`config.mk`:
```
export PLATFORM = sky130hd
export DESIGN_NAME = fir_out_stage
export DESIGN_NICKNAME = d
export VERILOG_FILES = /design/src/rtl/fir_out_stage.sv
export SDC_FILE = /design/constraint.sdc
export NUM_CORES = 1
export LEC_CHECK = 0
export ABC_AREA = 1
export BUFFER_PORTS_ARGS = -buffer_cell sky130_fd_sc_hd__buf_2
export CORE_UTILIZATION = 43
export CTS_BUF_LIST = sky130_fd_sc_hd__clkbuf_4 sky130_fd_sc_hd__clkbuf_8 sky130_fd_sc_hd__clkbuf_16
export DETAILED_ROUTE_END_ITERATION = 7
export PLACE_DENSITY = 0.76
export SYNTH_ARGS = -nofsm -noshare
export SYNTH_HDL_FRONTEND = slang
export SYNTH_SLANG_ARGS = --single-unit
```
`constraint.sdc`:
```
create_clock -name clk_i -period 3.9 [get_ports clk_i]
set_clock_uncertainty 0.15 [all_clocks]
set_input_delay 0.195 -clock clk_i [delete_from_list [all_inputs] [get_ports clk_i]]
set_output_delay 0.195 -clock clk_i [all_outputs]
set_load 0.1 [all_outputs]
```
`src/rtl/fir_out_stage.sv`:
```
// ============================================================================
// fir_out_stage : scales, rounds and saturates the FIR accumulator, then
//                 streams samples out over AXI-Stream with frame tagging.
// Revision 1.0
// ============================================================================
`default_nettype none

module fir_out_stage #(
  parameter int ACC_WIDTH = 32,
  parameter int OUT_WIDTH = 16,
  parameter int SHIFT     = 15,
  parameter int ROUND     = 1,
  parameter int FRAME_LEN = 64
) (
  input  logic                        clk_i,
  input  logic                        rst_i,
  input  logic                        acc_valid_i,
  input  logic signed [ACC_WIDTH-1:0] acc_i,
  output logic                        acc_ready_o,
  output logic signed [OUT_WIDTH-1:0] m_axis_tdata_o,
  output logic                        m_axis_tvalid_o,
  input  logic                        m_axis_tready_i,
  output logic                        m_axis_tlast_o,
  input  logic                        sat_clr_i,
  output logic                        sat_o,
  output logic [15:0]                 sat_cnt_o
);

  localparam int SUM_W  = ACC_WIDTH + 1;
  localparam int FCNT_W = (FRAME_LEN > 1) ? $clog2(FRAME_LEN) : 1;
  localparam logic signed [SUM_W-1:0] RND_ADD =
    (ROUND != 0 && SHIFT > 0) ? (SUM_W'(1) << ((SHIFT > 0) ? SHIFT - 1 : 0)) : '0;
  localparam logic [FCNT_W-1:0] LAST_IDX = FCNT_W'(FRAME_LEN - 1);

  // One extra bit of headroom so the rounding add can never overflow
  logic signed [SUM_W-1:0]     sum;
  logic signed [SUM_W-1:0]     shifted;
  logic signed [OUT_WIDTH-1:0] sample;
  logic                        sample_sat;

  assign sum     = SUM_W'(acc_i) + RND_ADD;
  assign shifted = sum >>> SHIFT;

  generate
    if (OUT_WIDTH < SUM_W) begin : g_sat
      logic [SUM_W-OUT_WIDTH:0] hi;
      assign hi = shifted[SUM_W-1:OUT_WIDTH-1];

      // Value fits only when every bit above the output sign bit matches it
      always_comb begin
        sample     = shifted[OUT_WIDTH-1:0];
        sample_sat = 1'b0;
        if (!((&hi) || (~|hi))) begin
          sample_sat = 1'b1;
          sample     = shifted[SUM_W-1] ? {1'b1, {(OUT_WIDTH-1){1'b0}}}
                                        : {1'b0, {(OUT_WIDTH-1){1'b1}}};
        end
      end
    end else begin : g_nosat
      assign sample     = OUT_WIDTH'(shifted);
      assign sample_sat = 1'b0;
    end
  endgenerate

  logic [OUT_WIDTH-1:0] mem_data [2];
  logic                 mem_last [2];
  logic                 wr_ptr;
  logic                 rd_ptr;
  logic [1:0]           count;
  logic [1:0]           count_next;
  logic [FCNT_W-1:0]    frame_cnt;
  logic                 frame_last;
  logic                 push;
  logic                 pop;
  logic                 sat_push;

  assign push       = acc_valid_i && acc_ready_o;
  assign pop        = (count != 2'd0) && m_axis_tready_i;
  assign frame_last = (frame_cnt == LAST_IDX);
  assign sat_push   = push && sample_sat;
  assign count_next = count + {1'b0, push} - {1'b0, pop};

  always_ff @(posedge clk_i) begin
    if (rst_i) begin
      count       <= 2'd0;
      wr_ptr      <= 1'b0;
      rd_ptr      <= 1'b0;
      frame_cnt   <= '0;
      acc_ready_o <= 1'b0;
    end else begin
      count       <= count_next;
      // Registered ready keeps tready off the upstream enable path
      acc_ready_o <= (count_next != 2'd2);
      if (push) begin
        wr_ptr    <= ~wr_ptr;
        frame_cnt <= frame_last ? '0 : frame_cnt + FCNT_W'(1);
      end
      if (pop) begin
        rd_ptr <= ~rd_ptr;
      end
    end
  end

  always_ff @(posedge clk_i) begin
    if (push) begin
      mem_data[wr_ptr] <= sample;
      mem_last[wr_ptr] <= frame_last;
    end
  end

  assign m_axis_tvalid_o = (count != 2'd0);
  assign m_axis_tdata_o  = m_axis_tvalid_o ? mem_data[rd_ptr] : '0;
  assign m_axis_tlast_o  = m_axis_tvalid_o ? mem_last[rd_ptr] : 1'b0;

  // A clear that lands on a saturated push restarts the count at one
  always_ff @(posedge clk_i) begin
    if (rst_i) begin
      sat_o     <= 1'b0;
      sat_cnt_o <= 16'd0;
    end else if (sat_clr_i) begin
      sat_o     <= sat_push;
      sat_cnt_o <= {15'd0, sat_push};
    end else if (sat_push) begin
      sat_o <= 1'b1;
      if (sat_cnt_o != 16'hFFFF) begin
        sat_cnt_o <= sat_cnt_o + 16'd1;
      end
    end
  end

endmodule

`default_nettype wire

```
# Word level (Yosys, flattened, before mapping)
# Memories as Yosys holds them, arrays and structs flattened. A register that Yosys moved wholly into a read port is not among the register bits.
# Cells that the tools add are included.
# op_classes
bitwise,2
n_reduce_logical,13
mux,17
addsub,5
n_eq_ne,3
# ops
operator,count
$mux 16,3
$add 32x16->33 const B,1
$add 16x1->16 const B,1
$ne 16x16->1 const B,1
$mux 1,13
$add 6x1->6 const B,1
$eq 6x6->1 const B,1
$mux 6,1
$reduce_bool 2->1,3
$reduce_and 2->1,2
$logic_and 1x1->1,3
$reduce_and 3->1,1
$reduce_or 3->1,1
$add 2x1->2,1
$ne 2x2->1 const B,1
$not 1->1,2
$reduce_or 2->1,1
$sub 2x1->2,1
$logic_not 1->1,1
$logic_or 1x1->1,1
# word_totals
elab_cells,50
reg_bits,28
mem_count,2
input_bits,37
mem_bits_rw,34
# mem_list
name,depth,width,rd,rd_ports_with_merged_regs,wr,line,rtl
mem_data,2,16,1,1,1,65,logic [OUT_WIDTH-1:0] mem_data [2];
mem_last,2,1,1,1,1,66,logic mem_last [2];

# Logic depth before layout (Yosys ltp)
# depth
depth_word,8
mapped_depth,15
mapped_depth_nobuf,14

# Least setup slack after synthesis
# OpenSTA, ideal clock, no wires.
# synth_timing
kind,reg2reg
startpoint,register sat_cnt_o[0]
endpoint,register sat_cnt_o[10]
setup_time_ns,0.070
n_path_buf,1
arrival_time_ns,2.575
t_required_ns,3.680
stages_incl_launch_ff,11
setup_slack_ns,1.104
period_less_slack_ns,2.796
cell_sequence,dfxtp_1 ha_1 nand3_1 inv_1 nand2_1 nor4_2 nand3_1 nand3_2 buf_6 nand2_1 a21oi_1
# synth_via
elab_chain_len,2
# synth_lines
item,line,rtl
start: declaration,26,output logic [15:0] sat_cnt_o
start signal: assignment,122,"sat_cnt_o <= {15'd0, sat_push};"
start signal: assignment,126,sat_cnt_o <= sat_cnt_o + 16'd1;
branches (longest 2 deep; another with $add 16x1->16),--,
# Several ways; the timed one is not identified.
# A chain may end at the register's enable or synchronous reset.

# Worst setup path in the final report
# layout_timing
startpoint,register sat_cnt_o[0]
endpoint,register sat_cnt_o[1]
# Same word-level chain as after synthesis.

==> impl_metrics.toml <==
[status]
status = "completed"

[clock_tree]
cts_buffer_depth = 2
numClockSinks = 63
htreeDepth = 3
path_clk_slew_ns = 0.08
clock_latency_ns = 0.34
cts_tree = "built"
cts_resized = 0
cts-root-buf = "clkbuf_8"
cts_buffers = 9

[floorplan]
die_h_um = 89.5
io-pin-count = 73
die_w_um = 89.5
dieArea_um2 = 8020
core_area_um2 = 7330
initial_utilization_pct = 45.0
fp-row-count = 31

[global_routing]
grt_usage_pct = 18.7
antenna_found_initial = 0
grt-ovfl-total = 0
grt_pass1_wl_um = 11300
grt_pass1_vias = 2578
grt_max_degree = 30

[placement]
place.gp.congestion = 0.858
portBuffers = 58
post-dp-hpwl_um = 5080

[drt]
ant_nets = 0
vias_per_cell = 4.97
vias = 2802
routed_wl_um = 7120
drt_first_pass_iters = 4
first_iter_violations = 145
drc = 0
routedWlPerCell_um = 12.6

[sta]
final_hold_viol_count = 0
finalCritPeriodShare_pct = 70.4
worst_slew_pin_slew_ns = 0.752
max_freq_mhz = 364
slew_headroom_pct = 49.7
rsz0062_at_grt = "false"
slew_viol_final = 0
fin_tns_setup_ns = 0
finalCriticalPeriod_ns = 2.75
setup_violations = 0

[critical_path]
crit_path_end_kind = "flop"
path_class = "reg2reg"
critPathMaxFanout = 16
required_ns = 3.99
critPathLaunchType = "flop"
rr_endpoint = "sat_cnt_o[1]"
ff2ff_setup_slack_ns = 1.15
r2r_cells = 10
reg2reg_from = "sat_cnt_o[0]"
cp.arrival_ns = 2.84

[layout]
synthToLayoutAreaGrowth_pct = 17.5
num-nets-final = 502
drive_above_1_share_pct = 18.7
antennaDiodeCount = 0

[logic_synthesis]
synth_common_cells = "nand2_1 (111), nor2_1 (45), a21oi_1 (37)"
yosys.area.top_type_share_pct = 31.0
synth.distinct_cells = 29
synth_edf_count = 34
syn_nets = 442
synthCells = 400
syn_avg_cell_area_um2 = 8.24
yosysWarnings = 0
ys_seq_area_share_pct = 48.6
yosysMostFrequentCell = "nand2_1"
synth.largest_area_cell = "edfxtp_1"
synth_ff_type = "edfxtp_1"
async_flop_share_pct = 0
ys_ff_latch = 63
syn_area_um2 = 3300
synthTopCellsByArea = "edfxtp_1 (31%), dfxtp_1 (18%), nand2_1 (13%)"

[hold_path]
worstHoldPathCells = 4
min_path_type = "in2reg"
hp-start = "m_axis_tready_i"
holdPathEnd = "rd_ptr"

[power]
powerDensity_nw_per_um2 = 593
power_frac_clock_pct = 25.2
p_leak_nw = 1.54
p_total_mw = 2.30
p_switching_mw = 1.07
ir_drop_uv = 201
p_int_mw = 1.22
switching_share_pct = 46.7
power_frac_seq_pct = 35.5
p_comb_share_pct = 39.3

[run]
drv_cap = 0
==> final cells by class <==
cell class	count	area, µm²
Sequential cell	63	1600
Tap cell	99	124
Clock buffer	9	124
Multi-Input combinational cell	296	1510
Timing Repair Buffer	63	333
Clock inverter	7	81.3
Fill cell	696	3460
Inverter	27	101
==> placed cells by master (no fill, tap or decap) <==
cell,netlist,layout
o21ai_1,5,5
nor2_4,1,1
clkbuf_8,0,9
inv_2,1,1
or2_2,1,1
nand3_1,13,13
nor3_1,9,9
clkinvlp_4,0,1
nor4_2,1,1
nand3_2,1,1
inv_1,25,25
nor2_1,45,45
edfxtp_1,34,34
nand4_1,16,16
a21oi_1,37,37
inv_6,0,2
o21bai_1,1,1
nand2_1,111,111
xor2_1,16,16
a22oi_1,1,1
dfxtp_1,29,29
buf_4,0,3
dlygate4sd3_1,0,2
bufinv_16,0,1
o21bai_2,1,1
xnor2_1,17,17
nor2_2,1,1
o21ai_0,10,10
nand2_2,3,3
clkinv_1,1,1
nand3b_1,1,1
buf_2,3,58
clkinv_4,0,3
ha_1,5,5
==> through the flow <==
step	std cells	hold slack [ns]	instance area (µm²)	setup WS [ns]	utilization (%)
floorplan	400	0.207	3300	1.10	-
global placement	546	0.287	3650	1.20	49.7
detailed placement	546	0.295	3650	1.14	49.7
CTS	564	0.0568	3870	1.20	52.8
global route	564	0.0910	3870	0.884	52.8
finish	564	0.0544	3870	1.15	52.8
==> critical path: stages (launching register included) <==
cell and delay, ns:
dfxtp_1 0.43, ha_1 0.26, nand3_1 0.15, inv_1 0.11, nand2_1 0.10, nor4_2 0.24
nand3_1 0.52, nand3_2 0.47, nand2_1 0.09, nand2_1 0.08, nor2_1 0.04
==> power groups by stage <==
| stage | clock (mW) | sequential, mW | combinational, mW |
|---|---|---|---|
| after floorplan | 0 | 0.869 | 0.711 |
| after global placement | 0 | 0.829 | 0.892 |
| after detailed placement | 0 | 0.831 | 0.902 |
| after CTS | 0.584 | 0.817 | 0.906 |
| after global routing | 0.614 | 0.824 | 0.959 |
| final | 0.578 | 0.816 | 0.902 |
==> repair_timing <==
| item | CTS | global route |
|---|---|---|
| hold buffers | 2 | 0 |
| endpoints found under the hold margin | 4 | 0 |
| setup buffers | 0 | 0 |
==> routing by layer <==
layer / GRT usage (%) / wire (µm)
met5: 0 / 0
met4: 7.07 / 95
met3: 5.72 / 361
met2: 31.6 / 3440
met1: 22.2 / 3220
==> worst max-delay path by stage <==
stage	startpoint	slack (ns)	cells past startpoint	endpoint
detailed placement	acc_i[14]	1.14	14	sat_cnt_o[1]
global route	sat_cnt_o[0]	0.88	9	sat_cnt_o[6]
global placement	acc_i[14]	1.20	13	sat_cnt_o[1]
finish	sat_cnt_o[0]	1.15	10	sat_cnt_o[1]
floorplan	sat_cnt_o[0]	1.10	10	sat_cnt_o[10]
CTS	sat_cnt_o[0]	1.20	10	sat_cnt_o[1]
==> cell families after synthesis <==
logic type / after synthesis / share of synthesized area [%]
and+or+nand+nor: 203 / 26.3
AOI/OAI and AO/OA: 55 / 8.69
buffers and inverters: 41 / 5.69
adders and majority gates: 5 / 1.90
xor gates and xnor gates: 33 / 8.77
DFF: 63 / 48.6
==> sequential cells by signal, summed over array words and instances, names as in the netlist, named ones only <==
signal       count
acc_ready_o      1
count            2
frame_cnt        6
mem_data        32
mem_last         2
rd_ptr           1
sat_cnt_o       16
sat_o            1
wr_ptr           1
Note: power is estimated with default switching activity, not from simulation.
